--- src/rtl/hamming_dec.sv ---
// Hamming(21,16) single-error-correcting decoder with a valid/ready handshake
// and saturating counters for corrected and uncorrectable words.
module hamming_dec #(
  parameter int CNT_W = 16
) (
  input  logic             clk,
  input  logic             rst,
  input  logic [20:0]      iData,
  input  logic             iValid,
  output logic             oReady,
  output logic [15:0]      oData,
  output logic             oValid,
  input  logic             iReady,
  output logic [4:0]       oSyndrome,
  output logic             oErr,
  output logic             oUncorr,
  output logic [CNT_W-1:0] oCorrCnt,
  output logic [CNT_W-1:0] oUncCnt
);

  typedef enum logic [1:0] {
    IDLE   = 2'd0,
    DECODE = 2'd1,
    HOLD   = 2'd2
  } state_t;

  state_t             r_state;
  logic [20:0]        r_code;
  logic               r_ready;
  logic               r_valid;
  logic [15:0]        r_data;
  logic [4:0]         r_syn;
  logic               r_err;
  logic               r_unc;
  logic [CNT_W-1:0]   r_corr_cnt;
  logic [CNT_W-1:0]   r_unc_cnt;

  logic [4:0]         w_syn;
  logic [20:0]        w_flip;
  logic [15:0]        w_data;
  logic               w_err;
  logic               w_unc;

  // XOR of the 1-based positions of every set bit in the codeword.
  function automatic logic [4:0] calc_syndrome(input logic [20:0] c);
    logic [4:0] s;
    s = 5'd0;
    for (int p = 1; p <= 21; p++) begin
      if (c[p-1]) s = s ^ p[4:0];
    end
    return s;
  endfunction

  // Payload d0..d15 occupies every non-power-of-two position, ascending.
  function automatic logic [15:0] extract(input logic [20:0] c);
    return {c[20:16], c[14:8], c[6:4], c[2]};
  endfunction

  // Syndrome classification and single-bit correction of the captured word.
  always_comb begin
    w_syn  = calc_syndrome(r_code);
    w_flip = 21'd0;
    w_err  = 1'b0;
    w_unc  = 1'b0;
    if (w_syn == 5'd0) begin
      w_flip = 21'd0;
    end else if (w_syn <= 5'd21) begin
      w_flip = 21'd1 << (w_syn - 5'd1);
      w_err  = 1'b1;
    end else begin
      w_unc  = 1'b1;
    end
    w_data = extract(r_code ^ w_flip);
  end

  // Handshake FSM; all outputs are registered here.
  always_ff @(posedge clk) begin
    if (rst) begin
      r_state    <= IDLE;
      r_code     <= 21'd0;
      r_ready    <= 1'b1;
      r_valid    <= 1'b0;
      r_data     <= 16'd0;
      r_syn      <= 5'd0;
      r_err      <= 1'b0;
      r_unc      <= 1'b0;
      r_corr_cnt <= {CNT_W{1'b0}};
      r_unc_cnt  <= {CNT_W{1'b0}};
    end else begin
      case (r_state)
        IDLE: begin
          if (iValid) begin
            r_code  <= iData;
            r_ready <= 1'b0;
            r_state <= DECODE;
          end
        end
        DECODE: begin
          r_data  <= w_data;
          r_syn   <= w_syn;
          r_err   <= w_err;
          r_unc   <= w_unc;
          r_valid <= 1'b1;
          if (w_err && (r_corr_cnt != {CNT_W{1'b1}}))
            r_corr_cnt <= r_corr_cnt + {{(CNT_W-1){1'b0}}, 1'b1};
          if (w_unc && (r_unc_cnt != {CNT_W{1'b1}}))
            r_unc_cnt <= r_unc_cnt + {{(CNT_W-1){1'b0}}, 1'b1};
          r_state <= HOLD;
        end
        HOLD: begin
          if (iReady) begin
            r_valid <= 1'b0;
            r_ready <= 1'b1;
            r_state <= IDLE;
          end
        end
        default: begin
          r_state <= IDLE;
          r_valid <= 1'b0;
          r_ready <= 1'b1;
        end
      endcase
    end
  end

  assign oReady    = r_ready;
  assign oValid    = r_valid;
  assign oData     = r_data;
  assign oSyndrome = r_syn;
  assign oErr      = r_err;
  assign oUncorr   = r_unc;
  assign oCorrCnt  = r_corr_cnt;
  assign oUncCnt   = r_unc_cnt;

endmodule

--- config.mk ---
export PLATFORM = sky130hd
export DESIGN_NAME = hamming_dec
export DESIGN_NICKNAME = d
export VERILOG_FILES = /design/src/rtl/hamming_dec.sv
export SDC_FILE = /design/constraint.sdc
export NUM_CORES = 1
export LEC_CHECK = 0
export BUFFER_PORTS_ARGS = -buffer_cell sky130_fd_sc_hd__buf_2
export CAP_MARGIN = 20
export CORE_AREA = 5 5 88 130
export DETAILED_ROUTE_END_ITERATION = 10
export DIE_AREA = 0 0 93 135
export PLACE_DENSITY_LB_ADDON = 0.08
export REMOVE_ABC_BUFFERS = 1
export SYNTH_ARGS = -nofsm -noshare
export SYNTH_HDL_FRONTEND = slang
export SYNTH_SLANG_ARGS = --single-unit
--- constraint.sdc ---
create_clock -name clk -period 6.5 [get_ports clk]
set_clock_uncertainty 0.05 [all_clocks]
set_input_delay 1.3 -clock clk [delete_from_list [all_inputs] [get_ports clk]]
set_output_delay 1.3 -clock clk [all_outputs]
set_load 0.1 [all_outputs]
==> results of run 1 <==
==> power groups by stage <==
| stage | logic [uW] | clock network (uW) | registers [uW] |
|---|---|---|---|
| 2_1_floorplan | 245 | 0 | 655 |
| 3_3_place_gp | 452 | 0 | 550 |
| 3_5_place_dp | 455 | 0 | 550 |
| 4_1_cts | 456 | 532 | 539 |
| 5_1_grt | 496 | 550 | 542 |
| 6_report | 453 | 516 | 539 |
==> final timing paths <==
path                      startpoint                      to  slack (ns)  depth (start not counted)
max          r_code[12]$_SDFFE_PP0P_  oData[14]$_SDFFE_PP0P_        3.37                         11
min           r_code[0]$_SDFFE_PP0P_  r_code[0]$_SDFFE_PP0P_        0.42                          2
max reg2reg  r_code[12]$_SDFFE_PP0P_  oData[14]$_SDFFE_PP0P_        3.37                         11
min reg2reg   r_code[0]$_SDFFE_PP0P_  r_code[0]$_SDFFE_PP0P_        0.42                          2
==> Yosys cell counts (6+ instances only) <==
cell      number  area share, %
dfxtp_1       80             41
inv_1          6           0.57
nand2_1       59            5.6
nand3_1       32            4.1
xor2_1        16            3.6
or3_1         11            1.7
xnor2_1       29            6.4
nor2b_1        9            1.4
o31ai_1        7            1.3
or4_1          7            1.3
clkbuf_1      19            1.8
a21oi_1       47            6.0
o21ai_0        8            1.0
o21ai_1        6           0.76
a211oi_1      18            3.4
nor2_1        38            3.6
and3_1         8            1.3
==> flip-flops by register name (all words and copies together) (netlist names) <==
register,count
r_code,21
oCorrCnt,16
oData,16
oUncCnt,16
oSyndrome,5
r_state,2
oErr,1
oReady,1
oUncorr,1
oValid,1
==> layout make-up <==
| type | instances | share of cell area (%) |
|---|---|---|
| tap | 117 | 3.10 |
| sequential | 80 | 33.9 |
| clock inverter | 5 | 1.16 |
| inverter | 6 | 0.476 |
| timing repair buffer | 86 | 9.37 |
| multi-input combinational | 352 | 46.7 |
| clock buffer | 11 | 5.35 |
==> metrics by stage <==
step	setup WS [ns]	power (uW)	hold slack (ns)	instances	area, um^2
2_1_floorplan	3.35	900	0.393	438	3820
3_3_place_gp	3.46	1000	0.407	641	4420
3_5_place_dp	3.37	1010	0.410	641	4420
4_1_cts	3.36	1530	0.418	657	4730
5_1_grt	3.13	1590	0.437	657	4730
6_report	3.37	1510	0.416	657	4730
==> per-layer routing <==
| layer | GRT usage [%] | vias up | share of wire (%) |
|---|---|---|---|
| met5 | 0 | - | 0 |
| met4 | 5.87 | 0 | 1.9 |
| li1 | - | 1770 | - |
| met2 | 27.2 | 58 | 52 |
| met3 | 3.57 | 10 | 3.9 |
| met1 | 19.1 | 1576 | 42 |
==> worst max-delay path, stage by stage, from the launching register on <==
cell	delay (ns)
dfxtp_1	0.43
xor3_1	0.38
xnor3_2	0.45
or3b_1	0.42
and2_1	0.21
inv_1	0.07
ha_1	0.16
inv_1	0.04
or3_1	0.37
a21oi_1	0.15
xnor2_1	0.08
a211oi_1	0.23
==> logic make-up after synthesis <==
kind of cell / after synthesis / share of synthesized area (%)
XOR/XNOR: 51 / 13.2
buffers and inverters: 31 / 3.49
adder cells (fa/ha/maj): 3 / 0.953
flip-flops: 80 / 40.7
multiplexers: 7 / 2.03
AND/OR/NAND/NOR: 194 / 24.7
AO/OA/AOI/OAI: 97 / 14.9
==> results_dict.tcl, run 1 <==
set metrics [dict create \
    status "complete, no violations" \
    clock_sinks 80 \
    finalMaxSlewViolations 0 \
    yosysSeqAreaShare_pct 40.7 \
    drive_gt1_share_pct 21.9 \
    drt_iter0_markers 90 \
    syn_area_um2 3940 \
    slew_headroom_pct 44.8 \
    yosysWarnings 0 \
    multi_input_area_um2 2210 \
    grt_start_max_net_pins 55 \
    combPwrFrac_pct 30.0 \
    portBuffers 81 \
    ctsHoldBuffers 0 \
    cp_max_fo 5 \
    crit_type "reg -> reg" \
    fmax_mhz 320 \
    tightestPinTransition_ns 0.826 \
    numCtsBuffers 9 \
    synth_cells 463 \
    final_common_cell "buf_2" \
    synth.avg_cell_area_um2 8.51 \
    power_density_nw_per_um2 319 \
    gr-total-overflow 0 \
    num-nets-final 563 \
    grt_pass1_vias 3253 \
    setup-tns-final_ns 0 \
    num_antenna_cells 0 \
    area_growth_syn_to_layout_pct 20.0 \
    fin_util_pct 46.7 \
    seqPwrFrac_pct 35.7 \
    firstDrtPassIters 4 \
    max_cap_viol_count 0 \
    grt_setup_unrepaired "no" \
    hpwlAfterDp_um 6970 \
    p_int_uw 966 \
    p_sw_share_pct 36.0 \
    min_period_over_period_pct 48.1 \
    boundaryPins 82 \
    gp_congestion 0.816 \
    timing_hold_violations_final 0 \
    antenna_found_initial 0 \
    critPathArrivalTime_ns 3.32 \
    initial_core_util_pct 38.9 \
    setup_violations 0 \
    grt_pass1_wl_um 16000 \
    post-cts-setup-buffers 0 \
    net-switching-power_uw 542 \
    ir_worst_vdd_uv 190 \
    clkPwrFrac_pct 34.2 \
    synthFlopType "dfxtp_1" \
    cts-resized-gates 0 \
    num_vias 3414 \
    ys_types 49 \
    synthArstFlopShare_pct 0 \
    routedWlPerCell_um 14.7 \
    grt_usage_pct 15.8 \
    holdCritPathClass "reg -> reg" \
    htreeDepth 3 \
    synth_edf_count 0 \
    finalCriticalPeriod_ns 3.13 \
    setup.worst_path.start_class "register" \
    synth-seq-cells 80 \
    antenna_left 0 \
    register_area_um2 1600 \
    dieArea_um2 12600 \
    crit_required_ns 6.70 \
    clk_latency_ns 0.33 \
    drt_wl_total_um 9680 \
    clkTransAtPathRegs_ns 0.06 \
    end_kind "register" \
    coreArea_um2 10100 \
    post_drt_via_cell_ratio 5.20 \
    row_count 45 \
    cts_buffer_depth 2 \
    fillers 1041 \
    root_buffer "clkbuf_16" \
    cts_tree "built" \
    post-route-drc-count 0 \
    dieHeight_um 135 \
    mostFrequentLayoutCells "81 x buf_2, 80 x dfxtp_1, 59 x nand2_1, 47 x a21oi_1, 38 x nor2_1" \
    die_w_um 93 \
    leakage_uw 0.00189 \
]
(Power assumes the default switching activity.)
==> run 2: changes to the inputs <==
==> constraint.sdc (replaced) <==
create_clock -name clk -period 3.2 [get_ports clk]
set_clock_uncertainty 0.05 [all_clocks]
set_input_delay 0.64 -clock clk [delete_from_list [all_inputs] [get_ports clk]]
set_output_delay 0.64 -clock clk [all_outputs]
set_load 0.1 [all_outputs]
==> results_dict.tcl, run 2 (same netlist as run 1, synthesis figures left out) <==
set metrics [dict create \
    gp_congestion 0.876 \
    post_drt_via_cell_ratio 5.24 \
    net-switching-power_uw 1110 \
    placed_area_um2 4480 \
    p_sw_share_pct 35.9 \
    num-nets-final 569 \
    finalWorstSetupSlack_ns 0.228 \
    critPathArrivalTime_ns 3.19 \
    boundaryPins 82 \
    p_total_uw 3090 \
    finalMaxSlewViolations 0 \
    antenna_found_initial 0 \
    leakage_uw 0.00193 \
    slew_headroom_pct 39.2 \
    setup-tns-final_ns 0 \
    numCtsBuffers 9 \
    dr_wl_met3_um 328 \
    hpwlAfterDp_um 7260 \
    dieArea_um2 12600 \
    setup_violations 0 \
    grt_usage_pct 15.8 \
    clkPwrFrac_pct 33.2 \
    cts_tree "built" \
    drive_gt1_share_pct 22.7 \
    cp_max_fo 16 \
    end_kind "register" \
    highest_layer "met4" \
    pre_cts_ws_ns 0.0962 \
    timing_hold_violations_final 0 \
    num_vias 3476 \
    coreArea_um2 10100 \
    clk_latency_ns 0.34 \
    crit_type "reg -> reg" \
    combPwrFrac_pct 31.3 \
    max_cap_viol_count 0 \
    drt_iter0_markers 93 \
    initial_core_util_pct 38.9 \
    area_growth_syn_to_layout_pct 21.4 \
    htreeDepth 3 \
    critical_path.max_stage_delay_ns 0.46 \
    path_cells "xor3_1 -> xnor3_2 -> xnor2_2 -> o21a_1 -> o221ai_2 -> buf_4 -> or4_1 -> a21oi_1" \
    min_period_over_period_pct 92.9 \
    grt_pass1_wl_um 15700 \
    fin_area_um2 4780 \
    fmax_mhz 337 \
    firstDrtPassIters 5 \
    post-route-drc-count 0 \
    drt_wl_total_um 9780 \
    dp_cells 647 \
    seqPwrFrac_pct 35.4 \
    dieHeight_um 135 \
    root_buffer "clkbuf_16" \
    tightestPinTransition_ns 0.905 \
    path_buf_inv 1 \
    row_count 45 \
    grt_start_max_net_pins 43 \
    largest_reg_flops 21 \
    clock_sinks 80 \
    antenna_left 0 \
    instances_no_fill 663 \
    grt_setup_unrepaired "no" \
    ir_worst_vdd_uv 322 \
    cts_buffer_depth 2 \
    routedWlPerCell_um 14.8 \
    setup.worst_path.start_class "register" \
    status "complete, no violations" \
    dr_wl_met2_um 5250 \
    die_w_um 93 \
    num_antenna_cells 0 \
    regMostFlops "r_code" \
    wl_met1_um 4070 \
    crit_required_ns 3.41 \
    final_common_cell "buf_2" \
    p_int_uw 1980 \
    power_density_nw_per_um2 645 \
    post-cts-setup-buffers 0 \
    gr-total-overflow 0 \
    holdCritPathClass "reg -> reg" \
    clkTransAtPathRegs_ns 0.06 \
    mostFrequentLayoutCells "81 x buf_2, 80 x dfxtp_1, 59 x nand2_1, 47 x a21oi_1, 38 x nor2_1" \
    portBuffers 81 \
    cp_top_family "XOR/XNOR gates" \
    cpMaxStageDelayCell "xor3_1" \
    grt_pass1_vias 3230 \
    finalCriticalPeriod_ns 2.97 \
]
## run 2: path summary, 6_finish.rpt
kind,from,to,slack (ns),depth (start not counted)
hold / removal,r_code[3]$_SDFFE_PP0P_,r_code[3]$_SDFFE_PP0P_,0.42,2
setup / recovery,r_code[4]$_SDFFE_PP0P_,oCorrCnt[9]$_SDFFE_PP0P_,0.23,8
setup reg to reg,r_code[4]$_SDFFE_PP0P_,oCorrCnt[9]$_SDFFE_PP0P_,0.23,8
hold reg to reg,r_code[3]$_SDFFE_PP0P_,r_code[3]$_SDFFE_PP0P_,0.42,2
## run 2: final cells by class
type	count	area (um^2)
clock buffers	14	294
clock inverters	2	10.0
fillers	1049	5350
inverters	6	22.5
multi-input cells	352	2210
flip-flops and latches	80	1600
well taps	117	146
repair buffers	92	500
## run 2: power by group through the flow
| stage | clock network (uW) | logic (uW) | registers (uW) |
|---|---|---|---|
| final | 1030 | 967 | 1090 |
| after global routing | 1100 | 1050 | 1100 |
| after CTS | 1050 | 974 | 1090 |
| after detailed placement | 0 | 969 | 1120 |
| after global placement | 0 | 967 | 1110 |
| after floorplan | 0 | 498 | 1330 |
## run 2: metrics by stage
step / hold slack (ns) / utilization [%]
CTS: 0.419 / 47.2
floorplan: 0.393 / -
global placement: 0.404 / 44.2
global route: 0.436 / 47.2
finish: 0.417 / 47.2
detailed placement: 0.411 / 44.2
## run 2: repair_timing
item | CTS | global route
endpoints found under the setup margin | 0 | 2
gates resized for setup | 0 | 0
hold buffers | 0 | 0
## run 2: routing by layer
metal / GRT usage (%) / vias up
met5: 0 / -
met4: 6.60 / 0
met3: 3.12 / 8
met2: 29.2 / 54
met1: 17.4 / 1629
li1: - / 1785
## run 2: tightest hold or removal path, delay by kind of cell, from the launching register on
| family | cells | cell delay [ns] |
|---|---|---|
| AOI/OAI and AO/OA | 1 | 0.05 |
| and+or+nand+nor | 1 | 0.05 |
| DFF | 1 | 0.31 |
